### src/rtl/addr_seq_key_if.sv
// Bus-side signal bundle for the address-sequence key unlock block.
// The master drives access qualifiers and the address nibble; the slave returns the response bit.
interface addr_seq_key_if #(
    parameter int NIB_W = 4
);
    logic             acc_stb;
    logic             sser_n;
    logic             ba13;
    logic             ba12;
    logic             br_w;
    logic [NIB_W-1:0] ba_nib;
    logic             sd_out;
    logic             sd_oe;

    modport master (
        output acc_stb, sser_n, ba13, ba12, br_w, ba_nib,
        input  sd_out, sd_oe
    );

    modport slave (
        input  acc_stb, sser_n, ba13, ba12, br_w, ba_nib,
        output sd_out, sd_oe
    );
endinterface

### src/rtl/addr_seq_key.sv
// Address-sequence unlock: a run of qualified reads whose address nibbles match a key
// unlocks an LFSR-driven response stream; a relock nibble or a read budget locks it again.
module addr_seq_key #(
    parameter int                         SEQ_LEN    = 4,
    parameter int                         NIB_W      = 4,
    parameter logic [SEQ_LEN*NIB_W-1:0]   KEY_SEQ    = 16'h8A92,
    parameter logic [NIB_W-1:0]           RELOCK_NIB = 4'hF,
    parameter int                         LFSR_W     = 6,
    parameter logic [LFSR_W-1:0]          LFSR_SEED  = 6'h2D,
    parameter int                         MAX_RD     = 0,
    parameter int                         MODE       = 0
) (
    input  logic              clk,
    input  logic              rst_n,
    addr_seq_key_if.slave     bus,
    output logic              unlocked,
    output logic [3:0]        step
);

    localparam int              RD_W     = (MAX_RD > 0) ? $clog2(MAX_RD + 1) : 1;
    localparam logic [RD_W-1:0] RD_LIMIT = RD_W'(MAX_RD);
    localparam logic [3:0]      LAST     = 4'(SEQ_LEN - 1);

    typedef enum logic {LOCKED, UNLOCKED} state_t;

    state_t            state_q, state_d;
    logic [3:0]        step_q, step_d;
    logic [LFSR_W-1:0] lfsr_q, lfsr_d;
    logic [RD_W-1:0]   rd_q, rd_d;
    logic [RD_W-1:0]   rd_inc;
    logic [NIB_W-1:0]  key_nib;
    logic              qa;

    assign qa = bus.acc_stb & ~bus.sser_n & ~bus.ba13 & bus.ba12 & bus.br_w;

    assign bus.sd_oe  = qa;
    assign bus.sd_out = (state_q == UNLOCKED) ? lfsr_q[LFSR_W-1] : step_q[0];
    assign unlocked   = (state_q == UNLOCKED);
    assign step       = step_q;

    // Read counter saturates instead of wrapping so an unlimited budget never relocks.
    assign rd_inc = (rd_q == '1) ? rd_q : rd_q + RD_W'(1);

    always_comb begin
        key_nib = '0;
        for (int i = 0; i < SEQ_LEN; i++) begin
            if (step_q == 4'(i)) key_nib = KEY_SEQ[i*NIB_W +: NIB_W];
        end
    end

    always_ff @(posedge clk or negedge rst_n) begin
        if (!rst_n) begin
            state_q <= LOCKED;
            step_q  <= '0;
            lfsr_q  <= LFSR_SEED;
            rd_q    <= '0;
        end else begin
            state_q <= state_d;
            step_q  <= step_d;
            lfsr_q  <= lfsr_d;
            rd_q    <= rd_d;
        end
    end

    always_comb begin
        state_d = state_q;
        step_d  = step_q;
        lfsr_d  = lfsr_q;
        rd_d    = rd_q;
        if (qa) begin
            case (state_q)
                LOCKED: begin
                    if (bus.ba_nib == key_nib) begin
                        if (step_q == LAST) begin
                            state_d = UNLOCKED;
                            step_d  = '0;
                            lfsr_d  = LFSR_SEED;
                            rd_d    = '0;
                        end else begin
                            step_d = step_q + 4'd1;
                        end
                    end else begin
                        // MODE 1 lets a mismatching first-key nibble start a fresh attempt.
                        step_d = (MODE == 1 && bus.ba_nib == KEY_SEQ[NIB_W-1:0]) ? 4'd1 : 4'd0;
                    end
                end
                UNLOCKED: begin
                    if (bus.ba_nib == RELOCK_NIB) begin
                        state_d = LOCKED;
                        step_d  = '0;
                    end else begin
                        lfsr_d = {lfsr_q[LFSR_W-2:0], lfsr_q[LFSR_W-1] ^ lfsr_q[LFSR_W-2]};
                        rd_d   = rd_inc;
                        if (MAX_RD > 0 && rd_inc == RD_LIMIT) begin
                            state_d = LOCKED;
                            step_d  = '0;
                        end
                    end
                end
            endcase
        end
    end

endmodule

### src/flat_wrapper.sv
// flat-port wrapper written by rule: the top's interface ports become plain ports
module addr_seq_key_flat 
#(
    parameter int                         SEQ_LEN    = 4,
    parameter int                         NIB_W      = 4,
    parameter logic [SEQ_LEN*NIB_W-1:0]   KEY_SEQ    = 16'h8A92,
    parameter logic [NIB_W-1:0]           RELOCK_NIB = 4'hF,
    parameter int                         LFSR_W     = 6,
    parameter logic [LFSR_W-1:0]          LFSR_SEED  = 6'h2D,
    parameter int                         MAX_RD     = 0,
    parameter int                         MODE       = 0
)
  (clk, rst_n, unlocked, step, bus_acc_stb, bus_sser_n, bus_ba13, bus_ba12, bus_br_w, bus_ba_nib, bus_sd_out, bus_sd_oe);
  addr_seq_key_if #(.NIB_W(NIB_W)) bus_i ();
  input  logic clk;
  input  logic rst_n;
  output logic unlocked;
  output logic [3:0] step;
  input wire logic [$bits(bus_i.acc_stb)-1:0] bus_acc_stb;
  input wire logic [$bits(bus_i.sser_n)-1:0] bus_sser_n;
  input wire logic [$bits(bus_i.ba13)-1:0] bus_ba13;
  input wire logic [$bits(bus_i.ba12)-1:0] bus_ba12;
  input wire logic [$bits(bus_i.br_w)-1:0] bus_br_w;
  input wire logic [$bits(bus_i.ba_nib)-1:0] bus_ba_nib;
  output wire logic [$bits(bus_i.sd_out)-1:0] bus_sd_out;
  output wire logic [$bits(bus_i.sd_oe)-1:0] bus_sd_oe;
  assign bus_i.acc_stb = bus_acc_stb;
  assign bus_i.sser_n = bus_sser_n;
  assign bus_i.ba13 = bus_ba13;
  assign bus_i.ba12 = bus_ba12;
  assign bus_i.br_w = bus_br_w;
  assign bus_i.ba_nib = bus_ba_nib;
  assign bus_sd_out = bus_i.sd_out;
  assign bus_sd_oe = bus_i.sd_oe;
  addr_seq_key #(.SEQ_LEN(SEQ_LEN), .NIB_W(NIB_W), .KEY_SEQ(KEY_SEQ), .RELOCK_NIB(RELOCK_NIB), .LFSR_W(LFSR_W), .LFSR_SEED(LFSR_SEED), .MAX_RD(MAX_RD), .MODE(MODE)) u_core (.clk(clk), .rst_n(rst_n), .bus(bus_i), .unlocked(unlocked), .step(step));
endmodule
### config.mk
export PLATFORM = sky130hd
export DESIGN_NAME = addr_seq_key_flat
export DESIGN_NICKNAME = d
export VERILOG_FILES = /design/src/rtl/addr_seq_key_if.sv /design/src/rtl/addr_seq_key.sv /design/src/flat_wrapper.sv
export SDC_FILE = /design/constraint.sdc
export NUM_CORES = 1
export LEC_CHECK = 0
export BUFFER_PORTS_ARGS = -buffer_cell sky130_fd_sc_hd__buf_2
export CAP_MARGIN = 10
export CORE_MARGIN = 1
export CORE_UTILIZATION = 50
export CTS_CLUSTER_DIAMETER = 80
export CTS_CLUSTER_SIZE = 8
export DETAILED_ROUTE_END_ITERATION = 10
export PLACE_DENSITY = 0.87
export SYNTH_ARGS = -nofsm -noshare
export SYNTH_HDL_FRONTEND = slang
export SYNTH_SLANG_ARGS = --single-unit
### constraint.sdc
create_clock -name clk -period 3.15 [get_ports clk]
set_clock_uncertainty 0.2 [all_clocks]
set_input_delay 0.945 -clock clk [delete_from_list [all_inputs] [get_ports clk]]
set_output_delay 0.945 -clock clk [all_outputs]
set_load 0.02 [all_outputs]
======== After elaboration in Yosys (flattened, before gate mapping) ========
Cells that the tools add are included.
storage, ports and cells
  flip-flop bits (word level) ............. 11
  output and inout bits ................... 7
cells by class
  $add $sub $neg .......................... 1
  eq/ne operators ......................... 9
  mux-type cells .......................... 17
  bitwise gates (word level) .............. 8
  reductions and logical operators ........ 3
operator list
  kind                                                  number
  2-to-1 mux 4 bit                                      6
  2-to-1 mux 6 bit                                      3
  one-hot mux 6 bit (2 select lines)                    1
  equality test 4 x 2 -> 1 bit (second input constant)  2
  one-hot mux 4 bit (2 select lines)                    1
  adder 4 x 1 -> 4 bit (second input constant)          1
  AND 1 bit                                             4
  equality test 4 x 1 -> 1 bit (second input constant)  1
  equality test 4 bit                                   1
  equality test 4 bit (second input constant)           1
  zero test 4 bit                                       1
  2-to-1 mux 1 bit                                      4
  != test 2 x 1 -> 1 bit (second input constant)        2
  != test 2 bit (second input constant)                 2
  AND reduction 4 bit                                   1
  inverter 1 bit                                        3
  2-to-1 mux 2 bit                                      1
  one-hot mux 1 bit (2 select lines)                    1
  AND reduction 2 bit                                   1
  XOR 1 bit                                             1

======== Logic depth before layout (Yosys ltp) ========
Gate-level depths: netlist of the first run.
  depth after elaboration ................. 8
  mapped depth ............................ 9
  mapped depth without buffers ............ 8

======== Least setup slack after synthesis of the first run ========
Ideal clock, no wire load.
  path kind ............................... input port to output port
  start point ............................. input bus_ba13
  end point ............................... output bus_sd_oe
  data arrival time ....................... 1.700 ns
  data required time ...................... 2.005 ns
  slack ................................... 0.305 ns
  cell stages on the path ................. 4
  path buffers ............................ 1
  cell sequence ........................... nand2b_1 > or3_1 > clkbuf_1 > inv_1
on the way
  cells in the longest elaborated chain, start to end .. 4
RTL lines
  item                    line                RTL
  start, declared         flat_wrapper.sv:21  input wire logic [$bits(bus_i.ba13)-1:0] bus_ba13;
  inverter 1 bit          addr_seq_key.sv:34  assign qa = bus.acc_stb & ~bus.sser_n & ~bus.ba13 & bus.ba12 & bus.br_w;
  AND 1 bit (3 in a row)  addr_seq_key.sv:34
  end, declared           flat_wrapper.sv:26  output wire logic [$bits(bus_i.sd_oe)-1:0] bus_sd_oe;
No other way between the ends.

======== Final worst setup path of the first run ========
Same ends and word-level chain as after synthesis.

==> results of run 1 <==
metrics by stage:
stage	instance area [sq um]	setup WS [ns]	hold slack, ns	total power, W	cells
after floorplan	713	0.305	0.294	0.000205	77
after global placement	810	0.254	0.319	0.000225	108
after detailed placement	810	0.201	0.332	0.000228	108
after CTS	836	0.205	0.334	0.000323	112
after global routing	836	0.173	0.347	0.000335	112
final	836	0.210	0.329	0.000321	112
report_power, final:
group	internal [W]	leakage (nW)	switching, W
combinational	0.0000315	0.230	0.0000402
sequential	0.000146	0.138	0.00000741
clock	0.0000489	0.0150	0.0000471
routing by layer:
metal / part of all wire / global-route usage / up-vias
li1: - / - / 321
met1: 0.46 / 0.286 / 303
met2: 0.51 / 0.418 / 14
met3: 0.026 / 0.0170 / 2
met4: 0.0034 / 0.0690 / 0
met5: 0 / 0 / -
state kept, by name (all words and copies together) (netlist names):
name and flops:
u_core.unlocked 1, u_core.lfsr_q 6, u_core.step 4
worst register-to-register path, cell delays in order, from the launching register on:
cell and delay (ns):
dfrtp_1 0.46, inv_1 0.11, ha_1 0.25, nor2_1 0.14, mux2i_1 0.20, a32oi_1 0.11
or4_1 0.54, a21o_4 0.28, a221o_1 0.31
worst max-delay path by stage:
stage                  start  slack, ns  cells after the start        end
finish              bus_ba13       0.21                      5  bus_sd_oe
global route        bus_ba13       0.17                      5  bus_sd_oe
CTS                 bus_ba13       0.20                      5  bus_sd_oe
detailed placement  bus_ba13       0.20                      5  bus_sd_oe
global placement    bus_ba13       0.25                      5  bus_sd_oe
floorplan           bus_ba13       0.30                      4  bus_sd_oe
cell type report:
cell class                      instances  area, sq um
Fill cell                             119          482
Multi-Input combinational cell         57          388
Sequential cell                        11          280
Timing Repair Buffer                   19          100
Clock buffer                            4         26.3
Inverter                                6         22.5
Tap cell                               15         18.8
cell families (layout without fill, tap and decap cells):
family                     count (synthesis)  count (layout)  synth area share
buffers and inverters                      9              29            0.0632
and+or+nand+nor                           27              27             0.181
xor gates and xnor gates                   2               2            0.0246
DFF                                       11              11             0.393
AOI/OAI and AO/OA                         22              22             0.233
muxes                                      2               2            0.0351
adders and majority gates                  4               4            0.0702
placed cells by master, fill, tap and decap left out, drive strengths merged, types with 2 or more instances in the layout:
master	n
nand2	10
clkbuf	4
xnor2	2
inv	6
buf	19
o21ai	4
dfstp	4
a22o	2
a21oi	7
nor2	4
dfrtp	7
ha	4
a221o	3
nor3	6
==> flow_summary.toml, run 1 <==
[status]
status = "complete, no violations"

[yosys]
async_flop_share = 1.00
syn_inst = 77
synth_seq_cells = 11
synth_area_leaders = "dfrtp_1 25%, dfstp_2 15%, ha_1 7.0%"
synth.distinct_cells = 31
synth_edf_count = 0
synth.net_count = 92
avgSynthCellArea_sq_um = 9.26
synth_commonest_cells = "10 x nand2_1, 7 x a21oi_1, 7 x dfrtp_1, 6 x inv_1, 6 x nor3_1"
yosysTopAreaCellShare = 0.246
ys_seq_area_frac = 0.393
yosysWarnings = 0
synth_ff_type = "dfrtp_1"
yosysTopAreaCell = "dfrtp_1"
synth_area_sq_um = 713
yosysMostFrequentCell = "nand2_1"

[worst_setup_path]
regToRegEndpoint = "u_core.lfsr_q[2]$_DFFE_PN1P_"
crit_buf_inv = 3
worst-r2r-setup-slack_ns = 0.48
crit_path_top_delay_cell = "or3_1"
cp_common_cell = "buf_2"
r2r_cells = 8
start_kind = "input pin"
worstPathCellList = "buf_2 -> nand2b_1 -> or3_1 -> inv_1 -> buf_2"
critical_path_class = "input pin to output pin"
r2r-start = "u_core.step[0]$_DFFE_PN0P_"
worstPathRequired_ns = 2.00
worstPathMaxFanout = 4
max_stage_delay_ns = 0.32
cpLargestDelayFamily = "simple AND/OR/NAND/NOR gates"
worstPathArrival_ns = 1.80
endpoint_kind = "output pin"

[route]
dr.pass1.iters = 4
drt_iter0_markers = 10
drc = 0
drtAntennaViolNets = 0
avgViaCountPerCell = 5.71
wl_mm = 1.48
wl_per_cell_um = 13.2
vias = 640

[timing]
rsz0062_at_grt = "no"
fin_crit_sh = 0.933
slew_violations = 0
slew_headroom = 0.624
max_freq_mhz = 340
tightestPinTransition_ns = 0.559
fin_setup_tns_ns = 0
finalSetupViolCount = 0
min_period_ns = 2.94
finalHoldViolations = 0

[floorplanning]
initial_core_util = 0.541
die_x_um = 39.8
num_rows = 13
io_pins = 18
dieArea_sq_um = 1580
fp.dieH_um = 39.8
core_sq_um = 1320

[power]
p_leak_nw = 0.383
vdd_ir_drop_max_mv = 0.202
power_density_nw_per_um2 = 384

[grt]
grt_pass1_wl_mm = 2.46
antenna_found_initial = 0
grt_pass1_vias = 592
grt_max_degree = 13
grt_use_total = 0.231
overflow = 0

[clock_tree]
post_cts_resized = 0
root_buffer = "clkbuf_4"
clk_pin_slew_ns = 0.07
ctsHoldBuffers = 0
h-tree-depth = 1
clkSinkCount = 11
clk_latency_ns = 0.26
clk_path_buf_depth = 2
cts_buffers = 3
cts_tree = "yes"
post_cts.repair.setup_buffers = 0

[hold_path]
min_path_type = "input pin to async pin"

[finish]
n_antenna_cell = 0
drive_gt1_frac = 0.330
fin_nets = 113
post-route-util = 0.634
syn_to_final_growth_pct = 17.2

[place]
numPortBuffers = 17
hpwl_mm = 1.12
gp_congestion = 0.849

[flow_run]
maxCapViolations = 0
Note: power is estimated with default switching activity, not from simulation.
==> run 2: changes to the inputs <==
ABC_AREA = 1   (was default)
BUFFER_PORTS_ARGS = -buffer_cell sky130_fd_sc_hd__buf_4   (was -buffer_cell sky130_fd_sc_hd__buf_2)
CORE_UTILIZATION = 51   (was 50)
==> run 2 against run 1 <==
  * First-iteration DRC count shrank 30%
  * Clock-buffer cell count is the same
  * Sequential power grew 50%
  * Synthesized area grew 9.6%
  * Final area grew 14%
  * Via count grew 12%
  * Hold slack lost 0.063 ns
  * Synthesized cell count grew 36%
  * Flip-flop and latch count is the same
  * Combinational power grew to 4.3 times the previous value
  * Die area grew 7.1%
  * Total power grew 98%
  * Critical endpoint unchanged
  * Largest cell class unchanged
  * Highest routed layer unchanged
==> flow_summary.toml, run 2 <==
[finish]
n_antenna_cell = 0
drive_gt1_frac = 0.333
final_cells = 141
mostFrequentLayoutCell = "nand2_1"
largest_register = "u_core.lfsr_q"
fin_nets = 142
final_cell_mix = "35 x nand2_1, 17 x buf_4, 15 x inv_1"
largest_reg_flops = 6
fillers = 131
syn_to_final_growth_pct = 22.1

[floorplanning]
dieArea_sq_um = 1690
die_x_um = 41.2
num_rows = 13
io_pins = 18
fp.dieH_um = 41.2
core_sq_um = 1370
initial_core_util = 0.572

[worst_setup_path]
worstPathMaxFanout = 7
endpoint_kind = "output pin"
start_kind = "input pin"
critical_path_class = "input pin to output pin"
worstPathRequired_ns = 2.00
worstPathArrival_ns = 1.54
r2r-start = "u_core.step[0]$_DFFE_PN0P_"
worstSetupStartpoint = "bus_ba13"

[timing]
fin_crit_sh = 0.852
max_freq_mhz = 373
tightestPinTransition_ns = 0.281
finalHoldViolations = 0
fin_setup_tns_ns = 0
finalSetupViolCount = 0
slew_headroom = 0.813
worst_slack_ns = 0.466
rsz0062_at_grt = "no"
min_period_ns = 2.68
slew_violations = 0

[route]
dr.pass1.iters = 4
drc = 0
drt_iter0_markers = 7
vias = 715
avgViaCountPerCell = 5.07
wl_mm = 1.62
wl_per_cell_um = 11.5
drtAntennaViolNets = 0

[place]
pre_cts_ws_ns = 0.463
gp_congestion = 0.809
numPortBuffers = 17
numPlacedInstances = 137
hpwl_mm = 1.30

[grt]
overflow = 0
grt_pass1_vias = 614
grt_pass1_wl_mm = 2.48
antenna_found_initial = 0
grt_max_degree = 12
grt_use_total = 0.231

[yosys]
synth_area_leaders = "dfrtp_1 22%, nand2_1 17%, dfstp_2 13%"
synth.mux.area_fraction = 0
yosysTopAreaCellShare = 0.224
synth_commonest_cells = "35 x nand2_1, 15 x inv_1, 8 x nand3_1, 7 x dfrtp_1"
synth.distinct_cells = 22
syn_inst = 105
async_flop_share = 1.00
ys_seq_area_frac = 0.358
synth_compound_area_frac = 0.0784
synth_xor_area_frac = 0.0224
synth_top_family_by_area = "simple AND/OR/NAND/NOR gates"
yosysMostFrequentCell = "nand2_1"
synth_edf_count = 0
synth.net_count = 120
synth_seq_cells = 11
synth_area_sq_um = 782
yosysWarnings = 0
avgSynthCellArea_sq_um = 7.45
synthSimpleGateAreaFrac = 0.395
synthAdderAreaFrac = 0.0640
yosysTopAreaCell = "dfrtp_1"
synth_ff_type = "dfrtp_1"

[power]
power_density_nw_per_um2 = 666
vdd_ir_drop_max_mv = 0.477
pwr-share-seq = 0.362
p_leak_nw = 0.506
p_sw_w = 0.000279
clkPwrFrac = 0.155
p_int_w = 0.000357
power.total_w = 0.000636
p_comb_frac = 0.483
swShare = 0.438

[clock_tree]
clk_latency_ns = 0.27
ctsHoldBuffers = 0
post_cts.repair.setup_buffers = 0
clk_path_buf_depth = 2
clk_pin_slew_ns = 0.07
clkSinkCount = 11
h-tree-depth = 1
cts_tree = "yes"
root_buffer = "clkbuf_4"
post_cts_resized = 0
cts_buffers = 3

[status]
status = "complete, no violations"

[flow_run]
maxCapViolations = 0

[hold_path]
hold_path.startpoint = "u_core.lfsr_q[2]$_DFFE_PN1P_"
min_path_type = "flop to flop"
## run 2: cell types whose count changed in the layout (fill, tap and decap cells not counted), moves of 3 or more
cell / change
a21oi_1: -6
a221o_1: -3
buf_2: -17
buf_4: +15
inv_1: +9
nand2_1: +25
nand2_2: +3
nand3_1: +7
nor3_1: -5
## run 2: area by class of cell
type                            count  area [sq um]  share of cell area
Inverter                           17          63.8              0.0668
Sequential cell                    11           280               0.294
Tap cell                           15          18.8              0.0197
Timing Repair Buffer               17           128               0.134
Clock buffer                        4          26.3              0.0275
Multi-Input combinational cell     77           438               0.459
## run 2: path summary, 6_finish.rpt
check | endpoint | slack, ns | cells past startpoint
min in group asynchronous | u_core.lfsr_q[1]$_DFFE_PN0P_ | 0.30 | 1
worst max register to register | u_core.lfsr_q[1]$_DFFE_PN0P_ | 1.16 | 14
max in group asynchronous | u_core.lfsr_q[2]$_DFFE_PN1P_ | 2.23 | 1
worst max-delay path | bus_sd_oe | 0.47 | 5
worst min register to register | u_core.lfsr_q[2]$_DFFE_PN1P_ | 0.27 | 2
worst min-delay path | u_core.lfsr_q[2]$_DFFE_PN1P_ | 0.27 | 2
## run 2: routing by layer
metal / up-vias / wire, um / track usage
li1: 372 / - / -
met3: 5 / 67 / 0.0163
met2: 18 / 779 / 0.402
met1: 320 / 734 / 0.282
met5: - / 0 / 0
met4: 0 / 36 / 0.121
## run 2: per-stage QoR
step                      area (sq um)  utilization  hold WS [ns]
after global routing               955        0.699         0.286
final                              955        0.699         0.266
after CTS                          955        0.699         0.269
after floorplan                    782            -         0.234
after global placement             928        0.679         0.248
after detailed placement           928        0.679         0.259
## run 2: cell families (layout without fill, tap and decap cells)
group,after synthesis,count (layout)
and+or+nand+nor,63,63
adders and majority gates,4,4
xor gates and xnor gates,2,2
AOI/OAI and AO/OA,8,8
DFF,11,11
buffers and inverters,17,38
## run 2: power by group through the flow
stage / sequential (W) / clock (W) / combinational (W)
2_1_floorplan: 0.000253 / 0 / 0.000189
3_3_place_gp: 0.000229 / 0 / 0.000298
3_5_place_dp: 0.000233 / 0 / 0.000311
4_1_cts: 0.000230 / 0.0000991 / 0.000310
5_1_grt: 0.000235 / 0.000102 / 0.000346
6_report: 0.000230 / 0.0000985 / 0.000307
## run 2: worst max-delay path, cell delays in order
cell     delay (ns)
buf_4          0.11
inv_1          0.05
nand3_2        0.08
nor2_4         0.18
buf_4          0.18
==> run 3: changes to the inputs <==
CORE_UTILIZATION = 40   (was 51)
PLACE_DENSITY = 0.73   (was 0.87)
==> run 3 against run 2 <==
  * Die area rose by 26%
  * Fmax fell by 0.98%
  * Final area rose by 1.3%
  * Register-to-register slack barely moved
  * First-iteration DRC count fell by 43%
  * Cell count rose by 7.1%
  * Clock power fell by 7.9%
  * Routed wire length fell by 5.4%
  * Critical endpoint unchanged
  * Largest power group unchanged
==> flow_summary.toml, run 3 (synthesis gave the netlist of run 2 again) <==
[status]
status = "complete, no violations"

[floorplanning]
io_pins = 18
num_rows = 15
dieArea_sq_um = 2140
die_x_um = 46.2
initial_core_util = 0.439
fp.dieH_um = 46.2
core_sq_um = 1780

[route]
wl_per_cell_um = 10.1
drtAntennaViolNets = 0
dr.pass1.iters = 4
avgViaCountPerCell = 4.80
wl_mm = 1.53
drt_iter0_markers = 4
drc = 0
vias = 725

[finish]
largest_register = "u_core.lfsr_q"
post-route-util = 0.542
final_cell_mix = "35 x nand2_1, 17 x buf_4, 15 x inv_1"
largest_reg_flops = 6
drive_gt1_frac = 0.333
ff_latch_area_sq_um = 280
syn_to_final_growth_pct = 23.7
multi_input_area_sq_um = 438
fillers = 182
mostFrequentLayoutCell = "nand2_1"
fin_nets = 142
n_antenna_cell = 0

[timing]
max_freq_mhz = 369
tightestPinTransition_ns = 0.291
slew_violations = 0
min_period_ns = 2.71
worst_slack_ns = 0.440
fin_crit_sh = 0.860
finalSetupViolCount = 0
slew_headroom = 0.806
rsz0062_at_grt = "no"
fin_setup_tns_ns = 0
finalHoldViolations = 0

[clock_tree]
clk_pin_slew_ns = 0.06
clkSinkCount = 11
ctsHoldBuffers = 0
h-tree-depth = 1
post_cts_resized = 0
clk_latency_ns = 0.26
post_cts.repair.setup_buffers = 0
root_buffer = "clkbuf_4"
cts_tree = "yes"
cts_buffers = 3
clk_path_buf_depth = 2

[hold_path]
hold_path.startpoint = "u_core.lfsr_q[0]$_DFFE_PN1P_"
hold_depth = 2
min_path_type = "flop to flop"

[grt]
antenna_found_initial = 0
grt_pass1_vias = 651
overflow = 0
grt_pass1_wl_mm = 2.56
grt_max_degree = 12
grt_use_total = 0.168

[worst_setup_path]
start_kind = "input pin"
worstPathArrival_ns = 1.57
worstPathCellList = "buf_4 -> inv_1 -> nand3_2 -> nor2_4 -> buf_4"
worstSetupStartpoint = "bus_ba13"
cp_common_cell = "buf_4"
endpoint_kind = "output pin"
r2r-start = "u_core.step[0]$_DFFE_PN0P_"
crit_path_top_delay_cell = "nor2_4"
critical_path_class = "input pin to output pin"
r2r_cells = 14
worstPathMaxFanout = 7
worstPathRequired_ns = 2.00
max_stage_delay_ns = 0.18

[flow_run]
maxCapViolations = 0

[place]
hpwl_mm = 1.23
pre_cts_ws_ns = 0.437
gp_congestion = 0.761
numPortBuffers = 17

[power]
p_leak_nw = 0.506
vdd_ir_drop_max_mv = 0.359
power_density_nw_per_um2 = 648
[run 3: final timing paths]
| path | slack, ns | to |
|---|---|---|
| setup / recovery | 0.44 | bus_sd_oe |
| hold / removal | 0.27 | u_core.lfsr_q[0]$_DFFE_PN1P_ |
| setup reg to reg | 1.16 | u_core.lfsr_q[1]$_DFFE_PN0P_ |
| hold reg to reg | 0.27 | u_core.lfsr_q[0]$_DFFE_PN1P_ |
| max in group asynchronous | 2.21 | u_core.lfsr_q[0]$_DFFE_PN1P_ |
| min in group asynchronous | 0.30 | u_core.unlocked$_DFFE_PN0P_ |
[run 3: cell type report]
class	instances	share of cell area
Multi-Input combinational cell	77	0.453
Sequential cell	11	0.290
Timing Repair Buffer	17	0.132
Inverter	17	0.0660
Tap cell	25	0.0323
Clock buffer	4	0.0272
[run 3: metrics by stage]
step	std cells	power, W	hold WS (ns)	area [sq um]
3_3_place_gp	147	0.000534	0.251	941
2_1_floorplan	105	0.000442	0.234	782
3_5_place_dp	147	0.000541	0.258	941
6_report	151	0.000627	0.265	967
5_1_grt	151	0.000681	0.276	967
4_1_cts	151	0.000635	0.266	967
[run 3: layer usage]
metal | GRT usage | routed length (um) | share of wire
met1 | 0.184 | 660 | 0.43
met2 | 0.315 | 791 | 0.52
met3 | 0.0588 | 66 | 0.043
met4 | 0.0176 | 10 | 0.0065
met5 | 0 | 0 | 0
[run 3: worst max-delay path, delay by kind of cell]
family	cells	cell delay, ns
buffers and inverters	3	0.35
and+or+nand+nor	2	0.27
[run 3: where the power goes]
group / leakage [nW] / internal, W / switching (W)
Combinational: 0.363 / 0.000121 / 0.000184
Clock: 0.0150 / 0.0000488 / 0.0000420
Sequential: 0.128 / 0.000188 / 0.0000438
